==> src/rtl/lock_pkg.sv <==
// Shared definitions for the lock controller: system state encodings and default per-mode timeouts.
// Latency: n/a (types and constants only).
// Backpressure: n/a.
package lock_pkg;

  // System state encodings, shared with the system logic and the display decoder.
  typedef enum logic [1:0] {
    ST_WAITING   = 2'b00,
    ST_EDITING   = 2'b01,
    ST_UNLOCKED  = 2'b10,
    ST_ALARMING  = 2'b11
  } state_e;

  // Default timeouts in whole seconds; 0 disables the timeout for that mode.
  localparam int DEF_CLK_HZ           = 50_000_000;
  localparam int DEF_EDIT_TIMEOUT_S   = 10;
  localparam int DEF_UNLOCK_TIMEOUT_S = 20;
  localparam int DEF_ALARM_TIMEOUT_S  = 0;
  localparam int DEF_SEC_W            = 8;

endpackage

==> src/rtl/tick_gen.sv <==
// Prescaler that strobes once every CLK_HZ enabled cycles.
// Latency: tick is combinational on the last prescaler count; the count wraps on that same edge.
// Backpressure: none; a low enable or a clear parks the counter at 0.
// Ports: clk/rst (sync, active-high), clear (restart count), enable (count), tick (one-cycle strobe).
module tick_gen #(
  parameter int CLK_HZ = 50_000_000
) (
  input  logic clk,
  input  logic rst,
  input  logic clear,
  input  logic enable,
  output logic tick
);

  localparam int CW = (CLK_HZ > 1) ? $clog2(CLK_HZ) : 1;
  localparam logic [CW-1:0] CNT_MAX = CW'(CLK_HZ - 1);

  logic [CW-1:0] cnt_q;
  logic [CW-1:0] cnt_d;

  assign tick = enable && (cnt_q == CNT_MAX);

  always_comb begin
    cnt_d = cnt_q;
    if (clear || !enable) begin
      // Parking at 0 keeps the first tick after any (re)start a full period away.
      cnt_d = '0;
    end else if (tick) begin
      cnt_d = '0;
    end else begin
      cnt_d = cnt_q + CW'(1);
    end
  end

  always_ff @(posedge clk) begin
    if (rst) begin
      cnt_q <= '0;
    end else begin
      cnt_q <= cnt_d;
    end
  end

endmodule

==> src/rtl/mode_timer.sv <==
// Per-mode countdown timer: loads a timeout on state entry, counts whole seconds down, pulses finished on expiry or ok.
// Latency: all outputs registered; sec_left loads one edge after a state change, first tick CLK_HZ cycles later.
// Backpressure: none; activity reloads the count, a state change aborts it.
// Ports: clk, rst (sync, active-high), state[1:0], ok (level), activity (pulse);
//        finished (pulse), sec_left[SEC_W-1:0], tick_1s (pulse).
module mode_timer
  import lock_pkg::*;
#(
  parameter int CLK_HZ           = DEF_CLK_HZ,
  parameter int EDIT_TIMEOUT_S   = DEF_EDIT_TIMEOUT_S,
  parameter int UNLOCK_TIMEOUT_S = DEF_UNLOCK_TIMEOUT_S,
  parameter int ALARM_TIMEOUT_S  = DEF_ALARM_TIMEOUT_S,
  parameter int SEC_W            = DEF_SEC_W
) (
  input  logic             clk,
  input  logic             rst,
  input  logic [1:0]       state,
  input  logic             ok,
  input  logic             activity,
  output logic             finished,
  output logic [SEC_W-1:0] sec_left,
  output logic             tick_1s
);

  generate
    if (EDIT_TIMEOUT_S >= (1 << SEC_W) || UNLOCK_TIMEOUT_S >= (1 << SEC_W) ||
        ALARM_TIMEOUT_S >= (1 << SEC_W)) begin : g_bad_timeout
      $error("mode_timer: a timeout does not fit in SEC_W bits");
    end
  endgenerate

  function automatic logic [SEC_W-1:0] timeout_of(input state_e s);
    case (s)
      ST_EDITING:  timeout_of = SEC_W'(EDIT_TIMEOUT_S);
      ST_UNLOCKED: timeout_of = SEC_W'(UNLOCK_TIMEOUT_S);
      ST_ALARMING: timeout_of = SEC_W'(ALARM_TIMEOUT_S);
      default:     timeout_of = '0;
    endcase
  endfunction

  state_e           state_q, state_d;
  logic             ok_q, ok_d;
  logic [SEC_W-1:0] sec_q, sec_d;
  logic             expired_q, expired_d;
  logic             fin_q, fin_d;
  logic             tick_q, tick_d;

  logic [SEC_W-1:0] cur_to;
  logic             entry, reload, ok_edge, run, wrap;

  assign cur_to  = timeout_of(state_q);
  assign entry   = (state != state_q);
  // Activity only matters in the user-facing modes that actually time out.
  assign reload  = activity && (cur_to != '0) &&
                   ((state_q == ST_EDITING) || (state_q == ST_UNLOCKED));
  // Gated on a live timeout so a disabled or already finished mode never pulses twice.
  assign ok_edge = ok && !ok_q && (state_q == ST_UNLOCKED) && (cur_to != '0) && !expired_q;
  assign run     = (sec_q != '0) && !expired_q && !entry;

  tick_gen #(
    .CLK_HZ(CLK_HZ)
  ) u_tick_gen (
    .clk   (clk),
    .rst   (rst),
    .clear (entry || reload),
    .enable(run),
    .tick  (wrap)
  );

  always_comb begin
    state_d   = state_q;
    ok_d      = ok;
    sec_d     = sec_q;
    expired_d = expired_q;
    fin_d     = 1'b0;
    tick_d    = 1'b0;
    if (entry) begin
      // Entry discards any expiry or ok edge landing on the same cycle.
      state_d   = state_e'(state);
      sec_d     = timeout_of(state_e'(state));
      expired_d = 1'b0;
    end else if (reload) begin
      sec_d     = cur_to;
      expired_d = 1'b0;
    end else if (ok_edge) begin
      // Covers a coincident expiry too: one pulse either way.
      fin_d     = 1'b1;
      sec_d     = '0;
      expired_d = 1'b1;
    end else if (wrap) begin
      tick_d = 1'b1;
      sec_d  = sec_q - SEC_W'(1);
      if (sec_q == SEC_W'(1)) begin
        fin_d     = 1'b1;
        expired_d = 1'b1;
      end
    end
  end

  always_ff @(posedge clk) begin
    if (rst) begin
      state_q   <= ST_WAITING;
      ok_q      <= 1'b0;
      sec_q     <= '0;
      expired_q <= 1'b0;
      fin_q     <= 1'b0;
      tick_q    <= 1'b0;
    end else begin
      state_q   <= state_d;
      ok_q      <= ok_d;
      sec_q     <= sec_d;
      expired_q <= expired_d;
      fin_q     <= fin_d;
      tick_q    <= tick_d;
    end
  end

  assign finished = fin_q;
  assign sec_left = sec_q;
  assign tick_1s  = tick_q;

endmodule

==> config.mk <==
export PLATFORM = sky130hd
export DESIGN_NAME = mode_timer
export DESIGN_NICKNAME = d
export VERILOG_FILES = /design/src/rtl/lock_pkg.sv /design/src/rtl/tick_gen.sv /design/src/rtl/mode_timer.sv
export SDC_FILE = /design/constraint.sdc
export NUM_CORES = 1
export LEC_CHECK = 0
export CORE_MARGIN = 10
export CORE_UTILIZATION = 41
export DETAILED_ROUTE_END_ITERATION = 10
export PLACE_DENSITY = 0.73
export SLEW_MARGIN = 20
export SYNTH_ARGS = -nofsm -noshare
export SYNTH_HDL_FRONTEND = slang
export SYNTH_SLANG_ARGS = --single-unit
==> constraint.sdc <==
create_clock -name clk -period 2 [get_ports clk]
set_input_delay 0.5 -clock clk [delete_from_list [all_inputs] [get_ports clk]]
set_output_delay 0.5 -clock clk [all_outputs]
set_load 0.01 [all_outputs]
==> summary.md <==
| Metric | Value |
|---|---|
| Status | finished clean |
| Top Family by Delay on Critical Path | simple AND/OR/NAND/NOR gates |
| Synth warn | 0 |
| Mapped Avg Cell Area | 8.66 um^2 |
| Hold WC Path Type | flop to flop |
| Synth cell types | 44 |
| Via count | 1809 |
| Vias per std cell | 5.10 |
| Sequential area share after synthesis | 39.9% |
| Worst EP required | 2.23 ns |
| Fin area | 2670 um^2 |
| Ant. Diodes | 0 |
| Post-Syn Instances | 232 |
| Main synth FF type | dfxtp_1 |
| IO Count | 16 |
| Global-route wire length before repair | 7800 um |
| Final Util | 56.6% |
| Cell area after synthesis | 2010 um^2 |
| Vias in the first global route | 1776 |
| Skew-Pair Late Insertion Delay | 0.29 ns |
| Chip Height | 90.0 um |
| GRT Util Overall | 11.1% |
| Largest net degree at the start of global routing | 27 |
| Hold path start | u_tick_gen.cnt_q[22]$_SDFF_PP0_ |
| Area of the die | 8100 um^2 |
| Relative max-transition margin | 71.5% |
| F_max | 515 MHz |
| Worst path max stage delay | 0.54 ns |
| Layout cells sized above 1 | 24.3% |
| Initial antenna violation count | 0 |
| Area growth, synth to finish | 33.1% |
| Fin Setup TNS | 0 ns |
| Crit path DAT | 2.17 ns |
| Leak | 0.959 nW |
| Total CTS buffers | 5 |
| Htree depth | 2 |
| Asr flop ratio synth | 0% |
| Pins Over Slew Limit | 0 |
| CP Max Fanout | 4 |
| Max Cap Viol | 0 |
| Post-DP HPWL | 3350 um |
| Clock Skew | 0.00482 ns |
| PwrDens | 569 nW/um^2 |
| Input/output buffers | 15 |
| Clock Sinks | 40 |
| Setup violations, final | 0 |
| Post-Place Cells | 346 |
| Final Worst Setup Slack | 0.0592 ns |
| Rows | 25 |
| Routed WL | 4670 um |
| Initial detailed-routing violation count | 83 |
| Non-filler instance count after layout | 355 |
| Cells along the critical path | dlygate4sd2_1 > xnor2_2 > nand2_2 > or4_1 > or4_4 > a21oi_2 |
| Chip width | 90.0 um |
| Placed inst area | 2510 um^2 |
| CTS tree | done |
| Final period util | 97.0% |
| Setup crit start | state[1] |
| Final hold vios | 0 |
| Startpoint Class | input pin |
| Core Box Area | 4720 um^2 |
| Wirelength per Cell | 13.2 um |
| Residual DRC | 0 |
| Drt first pass iters | 4 |
| FF+latch count, synth | 40 |
| Buffers plus inverters on the worst setup path | 1 |
| Fillers | 452 |
| Final Wtd Congestion | 0.864 |
| Root Driver | clkbuf_8 |
| Final net count | 301 |
| Detail Route Antenna Nets | 0 |
| Initial Utilization | 42.5% |
| Clk buf depth | 2 |
| Critical path endpoint category | flop |
| RR Startpoint | u_tick_gen.cnt_q[11]$_SDFF_PP0_ |
| Tightest Pin Transition | 0.426 ns |
| Post-place setup slack | -0.457 ns |
| Worst-path clk slew | 0.07 ns |
| Crit path kind | input pin to flop |
| Global route overflow | 0 |
| Maximum VDD drop | 0.375 mV |
| Final min period | 1.94 ns |
| Syn_nets | 245 |
| EDFF count, synth | 0 |
| Critical path's slowest cell | or4_1 |
[logic make-up (layout without fill, tap and decap cells)]
kind of cell | count (synthesis) | in the layout | share of synthesized area (%)
and+or+nand+nor | 118 | 118 | 31.1
DFF | 40 | 40 | 39.9
AOI/OAI and AO/OA | 27 | 27 | 9.84
xor gates and xnor gates | 26 | 26 | 12.1
buffers and inverters | 14 | 70 | 2.80
adders and majority gates | 7 | 7 | 4.36
[per-layer routing]
layer | wire length (um) | GRT usage [%] | up-vias
met1 | 2090 | 13.0 | 845
met3 | 172 | 2.66 | 5
met2 | 2360 | 19.6 | 32
met4 | 44 | 3.58 | 0
li1 | - | - | 927
met5 | 0 | 0 | -
[cells in the mapped netlist (3+ instances only)]
cell      number  share of area [%]
a211oi_1       4                1.5
a21oi_1        4                1.0
and3_1         6                1.9
buf_2          3               0.75
dfxtp_1       40                 40
ha_1           7                4.4
inv_1         10                1.9
nand2_1       14                2.6
nand3_1       12                3.0
nand4_1       10                3.1
nor2_1        41                7.7
nor2b_1        4                1.2
nor3_1         8                2.0
o211ai_1       3                1.1
o21ai_0        3               0.75
o31ai_1        4                1.5
or4_1          4                1.5
xnor2_1       10                4.4
xor2_1        14                6.1
[cells in the final DEF, fill, tap and decap left out, types with 4 or more instances in the layout]
master / synthesis / routed
nor2_1: 41 / 41
nand2_1: 14 / 13
nand3_1: 12 / 11
o31ai_1: 4 / 4
and3_1: 6 / 6
xnor2_1: 10 / 10
buf_4: 0 / 37
inv_1: 10 / 10
clkbuf_8: 0 / 5
nor2b_1: 4 / 4
nor3_1: 8 / 7
a211oi_1: 4 / 4
dfxtp_2: 0 / 4
clkdlybuf4s50_1: 0 / 13
xor2_1: 14 / 14
dfxtp_1: 40 / 36
nand4_1: 10 / 10
ha_1: 7 / 6
[stage by stage]
| step | hold WS (ns) | power, mW |
|---|---|---|
| 3_3_place_gp | 0.478 | 1.03 |
| 5_1_grt | 0.540 | 1.60 |
| 4_1_cts | 0.501 | 1.54 |
| 2_1_floorplan | 0.426 | 0.939 |
| 6_report | 0.515 | 1.52 |
| 3_5_place_dp | 0.490 | 1.03 |
[area by class of cell]
type,count,area [um^2],share of cell area [%]
Timing Repair Buffer,53,445,16.7
Inverter,10,37.5,1.40
Multi-Input combinational cell,178,1220,45.8
Clock inverter,1,5.00,0.187
Clock buffer,6,72.6,2.71
Sequential cell,40,806,30.1
Tap cell,67,83.8,3.14
[registers in the layout, indices dropped and copies added, names as in the netlist]
name	flops
finished	1
sec_left	8
ok_q	1
state_q	2
tick_1s	1
u_tick_gen.cnt_q	26
expired_q	1
[what timing repair did]
action	4_1_cts	5_1_grt
resized for setup	4	16
endpoints found under the setup margin	6	35
hold buffers	0	0
setup buffers	0	2
pin swaps	1	7
[power breakdown]
group	internal [mW]	switching, mW	total, mW	leakage, nW
clock	0.237	0.259	0.496	0.0410
combinational	0.102	0.0971	0.200	0.593
sequential	0.808	0.0173	0.825	0.325
total	1.15	0.374	1.52	0.959
[worst register-to-register path, delay by kind of cell (launching register included)]
kind / cells / cell delay [ns]
flip-flops: 1 / 0.35
AO/OA/AOI/OAI: 1 / 0.12
AND/OR/NAND/NOR: 4 / 1.39
[worst paths after layout]
path	to	slack, ns	depth (start not counted)
worst min-delay path	u_tick_gen.cnt_q[22]$_SDFF_PP0_	0.51	2
worst max-delay path	sec_left[7]$_SDFFE_PP0P_	0.06	6
worst max register to register	sec_left[6]$_SDFFE_PP0P_	0.08	5
worst min register to register	u_tick_gen.cnt_q[22]$_SDFF_PP0_	0.51	2
Note: power is estimated with default switching activity, not from simulation.
==> RTL change 1, RTL diff (same settings) <==
Reset style: asynchronous (`rst`), changed in 2 clocked blocks.
--- a/src/rtl/tick_gen.sv
+++ b/src/rtl/tick_gen.sv
@@ -32,7 +32,7 @@
     end
   end
 
-  always_ff @(posedge clk) begin
+  always_ff @(posedge clk or posedge rst) begin
     if (rst) begin
       cnt_q <= '0;
     end else begin
--- a/src/rtl/mode_timer.sv
+++ b/src/rtl/mode_timer.sv
@@ -97,7 +97,7 @@
     end
   end
 
-  always_ff @(posedge clk) begin
+  always_ff @(posedge clk or posedge rst) begin
     if (rst) begin
       state_q   <= ST_WAITING;
       ok_q      <= 1'b0;
Behaviour: differs if rst is asserted again (counterexample within 4 cycles, from zero or initial values and one cycle with rst high); with rst held inactive, the same outputs for 10 cycles.
==> RTL change 1 against the unedited design <==
- final area increased by 13%
- area after synthesis rose by 6.0%
- highest routed layer unchanged
- hold slack gained 0.032 ns
- largest power group unchanged
- global-route usage rose by 1.3 points
- critical path type is now reg2reg
- power up 22%
- worst setup slack worse by 0.20 ns
- the run now ends with negative setup slack left
- die area is 4.7% higher
- combinational power rose by 77%
- utilization is 3.0 points higher
- register-to-register slack lost 0.22 ns
- routed wire length rose by 12%
- sequential cell count is the same
==> RTL change 1: results (changes against the unedited design) <==
* Iter 0 DRT Violations at 58 (-30%)
* R2r worst-path depth at 6 (+1)
* Final setup violation count at 5 (+5)
* First-pass GRT wire length at 8.76 mm (+12%)
* Ys flop type: dfrtp_1
* Slack of the critical path at -0.144 ns (-0.203 ns)
* Crit path max fanout at 6 (+2)
* Drt wl/cell at 14.3 µm (+8.5%)
* Violated checks: negative setup slack
* Cell variety after synth at 45 (+2.3%)
* HPWL after DPL at 3.52 mm (+5.1%)
* Setup TNS Final at -0.458 ns (-0.458 ns)
* Final nets at 307 (+2.0%)
* Post-synthesis sequential area ratio at 0.470 (+0.0713)
* Outcome: finished with violations
* Worst Hold Class: in2reg
* Clk_skew at 0.00566 ns (+0.000846 ns)
* Pre-CTS setup slack at -0.456 ns (+0.00152 ns)
* Clk power at 0.000652 W (+31%)
* Hold WS at 0.547 ns (+0.0324 ns)
* Switching Fraction at 0.267 (+0.0212)
* Routed vias/inst at 5.14 (+0.86%)
* Share of layout cells above drive strength 1 at 0.294 (+0.0509)
* Post-cts sizing count at 8 (+4)
* Comb pwr at 0.000353 W (+77%)
* Largest net degree at the start of global routing at 41 (+52%)
* Reg-to-Reg Start: u_tick_gen.cnt_q[1]$_DFF_PP0_
* Total wire length at 5.23 mm (+12%)
-- RTL change 1: cell types whose count changed after synthesis, moves of 5 or more --
cell     before  now
dfrtp_1       0   40
dfxtp_1      40    0
or3_1         0    5
a21oi_1       4    9
nor2_1       41   33
-- RTL change 1: kinds of logic (layout without fill, tap and decap cells) --
group / count (synthesis) / count (layout) / synth area share
DFF: 40 / 40 / 0.470
adders and majority gates: 6 / 6 / 0.0352
and+or+nand+nor: 99 / 99 / 0.240
AOI/OAI and AO/OA: 34 / 34 / 0.117
xor gates and xnor gates: 24 / 24 / 0.0986
buffers and inverters: 20 / 93 / 0.0388
-- RTL change 1: cell type report --
type / instances / area share
Clock buffer: 6 / 0.0240
Clock inverter: 2 / 0.0116
Inverter: 13 / 0.0161
Multi-Input combinational cell: 163 / 0.386
Sequential cell: 40 / 0.331
Tap cell: 70 / 0.0289
Timing Repair Buffer: 72 / 0.203
-- RTL change 1: worst max-delay path by stage --
stage	start	endpoint	slack, ns	cells after the start
2_1_floorplan	u_tick_gen.cnt_q[0]$_DFF_PP0_	sec_left[5]$_DFFE_PP0P_	-0.09	7
3_3_place_gp	state[1]	sec_left[6]$_DFFE_PP0P_	-0.38	6
3_5_place_dp	state[1]	sec_left[6]$_DFFE_PP0P_	-0.46	6
4_1_cts	u_tick_gen.cnt_q[1]$_DFF_PP0_	sec_left[6]$_DFFE_PP0P_	-0.1	6
5_1_grt	u_tick_gen.cnt_q[20]$_DFF_PP0_	sec_left[6]$_DFFE_PP0P_	-0.20	5
6_report	u_tick_gen.cnt_q[1]$_DFF_PP0_	sec_left[6]$_DFFE_PP0P_	-0.14	6
-- RTL change 1: per-layer routing --
metal  wire (µm)  up-vias  track usage
li1            -      923            -
met1        2230      900        0.138
met2        2640       48        0.211
met3         272       10       0.0399
met4          87        0       0.0566
met5           0        -            0
==> RTL change 2, RTL diff (config.mk and constraints unchanged) <==
Made on the original files. Change the package constant `DEF_CLK_HZ` from 50_000_000 to 12_500_000.
--- a/src/rtl/lock_pkg.sv
+++ b/src/rtl/lock_pkg.sv
@@ -12,7 +12,7 @@
   } state_e;
 
   // Default timeouts in whole seconds; 0 disables the timeout for that mode.
-  localparam int DEF_CLK_HZ           = 50_000_000;
+  localparam int DEF_CLK_HZ           = 12_500_000;
   localparam int DEF_EDIT_TIMEOUT_S   = 10;
   localparam int DEF_UNLOCK_TIMEOUT_S = 20;
   localparam int DEF_ALARM_TIMEOUT_S  = 0;
Check against the original RTL: same outputs for any inputs over 10 cycles, from zero or initial values and one cycle with rst high; that may be too few to reach the edited logic, so the function may still have changed.
==> RTL change 2 against the unedited design <==
- the run now ends with negative setup slack left
- area after synthesis down 5.5%
- non-clock buffer count up 8
- power up 4.6%
- synthesized cell count down 3.0%
- routed wire length up 9.4%
- global-route usage up 1.5 points
- final cell count down 4.5%
- final area up 1.1%
- worst setup slack worse by 0.16 ns
- clock skew up 0.0051 ns
- sequential cell count down 2
- critical endpoint is now sec_left[5]$_SDFFE_PP0P_
==> RTL change 2: results (changes against the unedited design) <==
* Vias in the first global route at 1778 (+0.11%)
* Share of layout cells above drive strength 1 at 0.293 (+0.0496)
* Drt wl/cell at 15.1 µm (+15%)
* Slack of the critical path at -0.0994 ns (-0.159 ns)
* CP arrival at 2.32 ns (+0.15 ns)
* Worst VDD drop at 0.339 mV (-9.7%)
* Iter 0 DRT Violations at 104 (+25%)
* Largest net degree at the start of global routing at 25 (-7.4%)
* Outcome: finished with violations
* Worst Hold Class: in2reg
* Post-synthesis sequential area ratio at 0.401 (+0.00229)
* Placer congestion estimate at 0.860 (-0.42%)
* Clk_skew at 0.00987 ns (+0.00506 ns)
* Top delay family on crit path: simple AND/OR/NAND/NOR gates
* Reg clk slew, reported paths at 0.08 ns
* Via count at 1867 (+3.2%)
* Top cells by count, synth: dfxtp_1, nor2_1, nand3_1, xor2_1, nand2_1
* Top cells by area, synth: dfxtp_1, nor2_1, xor2_1
* WHS Path Cells at 3 (+1)
* CP max-delay cell: or4_4
* R2r worst-path depth at 5 (unchanged)
* HPWL after DPL at 3.39 mm (+1.4%)
* Violated checks: negative setup slack
* Post-Synth Adder-Cell Area at 0.0461 (+0.00256)
* First-pass GRT wire length at 7.96 mm (+2.1%)
* Post-synthesis compound-gate area fraction at 0.0837 (-0.0147)
* Worst-skew pair later-pin latency at 0.30 ns
* P_leak at 0.995 nW (+3.7%)
* Largest register FFs at 24 (-7.7%)
* Placed cell areas at 2450 µm² (-2.4%)
* Final nets at 299 (-0.66%)
* Setup TNS Final at -0.227 ns (-0.227 ns)
* Post-Synth XOR/XNOR Area at 0.111 (-0.0101)
* Total track usage at 0.126 (+0.0146)
* Final setup violation count at 7 (+7)
-- RTL change 2: changes by cell type in the layout (fill, tap and decap cells not counted), sizes merged, moves of 3 or more --
cell and change:
buf +6, nor4 +3, or3 +3, and3 -3, nor2 -5, clkbuf +4
-- RTL change 2: path summary, 6_finish.rpt --
path,startpoint,end,slack (ns)
max,u_tick_gen.cnt_q[13]$_SDFF_PP0_,sec_left[5]$_SDFFE_PP0P_,-0.1
min,state[0],state_q[0]$_SDFFE_PP0N_,0.48
max reg2reg,u_tick_gen.cnt_q[13]$_SDFF_PP0_,sec_left[5]$_SDFFE_PP0P_,-0.1
min reg2reg,expired_q$_SDFFE_PP0P_,expired_q$_SDFFE_PP0P_,0.51
-- RTL change 2: per-stage QoR --
stage	total power (W)	worst slack (ns)	instances
5_1_grt	0.00165	-0.169	339
4_1_cts	0.00157	-0.0787	334
2_1_floorplan	0.000908	-0.000602	225
3_5_place_dp	0.00101	-0.539	325
6_report	0.00159	-0.0994	339
3_3_place_gp	0.00101	-0.484	325
-- RTL change 2: layout make-up --
cell class,instances,area (µm²)
fillers,377,1710
well taps,52,65.1
clock buffers,7,86.3
repair buffers,61,551
clock inverters,1,5.00
multi-input cells,170,1180
inverters,10,37.5
flip-flops and latches,38,773
-- RTL change 2: cells by family after synthesis --
group | after synthesis
buffers and inverters | 17
adder cells (fa/ha/maj) | 7
AND/OR/NAND/NOR | 116
AO/OA/AOI/OAI | 23
flip-flops | 38
XOR/XNOR | 24
-- RTL change 2: power breakdown --
group / switching [W] / leakage, nW / total (W) / internal (W)
Combinational: 0.000130 / 0.635 / 0.000265 / 0.000135
Sequential: 0.00000779 / 0.311 / 0.000775 / 0.000767
Clock: 0.000272 / 0.0482 / 0.000551 / 0.000278
-- RTL change 2: repair_timing --
action | 4_1_cts | 5_1_grt
hold buffers | 0 | 0
buffers inserted | 1 | 3
endpoints found under the hold margin | 0 | 0
gates resized for setup | 6 | 20
endpoints found under the setup margin | 33 | 33
cloned | 0 | 2
pin swaps | 4 | 9
-- RTL change 2: tightest hold or removal path, cell delays in order --
cell	delay (ns)
clkbuf_2	0.11
inv_1	0.09
nor2_1	0.05
-- RTL change 2: per-layer routing --
layer / global-route usage / routed length [µm] / share of wire / vias up
met5: 0 / 0 / 0 / -
met1: 0.149 / 2140 / 0.42 / 879
li1: - / - / - / 927
met4: 0.0499 / 103 / 0.020 / 0
met2: 0.210 / 2540 / 0.50 / 46
met3: 0.0371 / 325 / 0.064 / 15
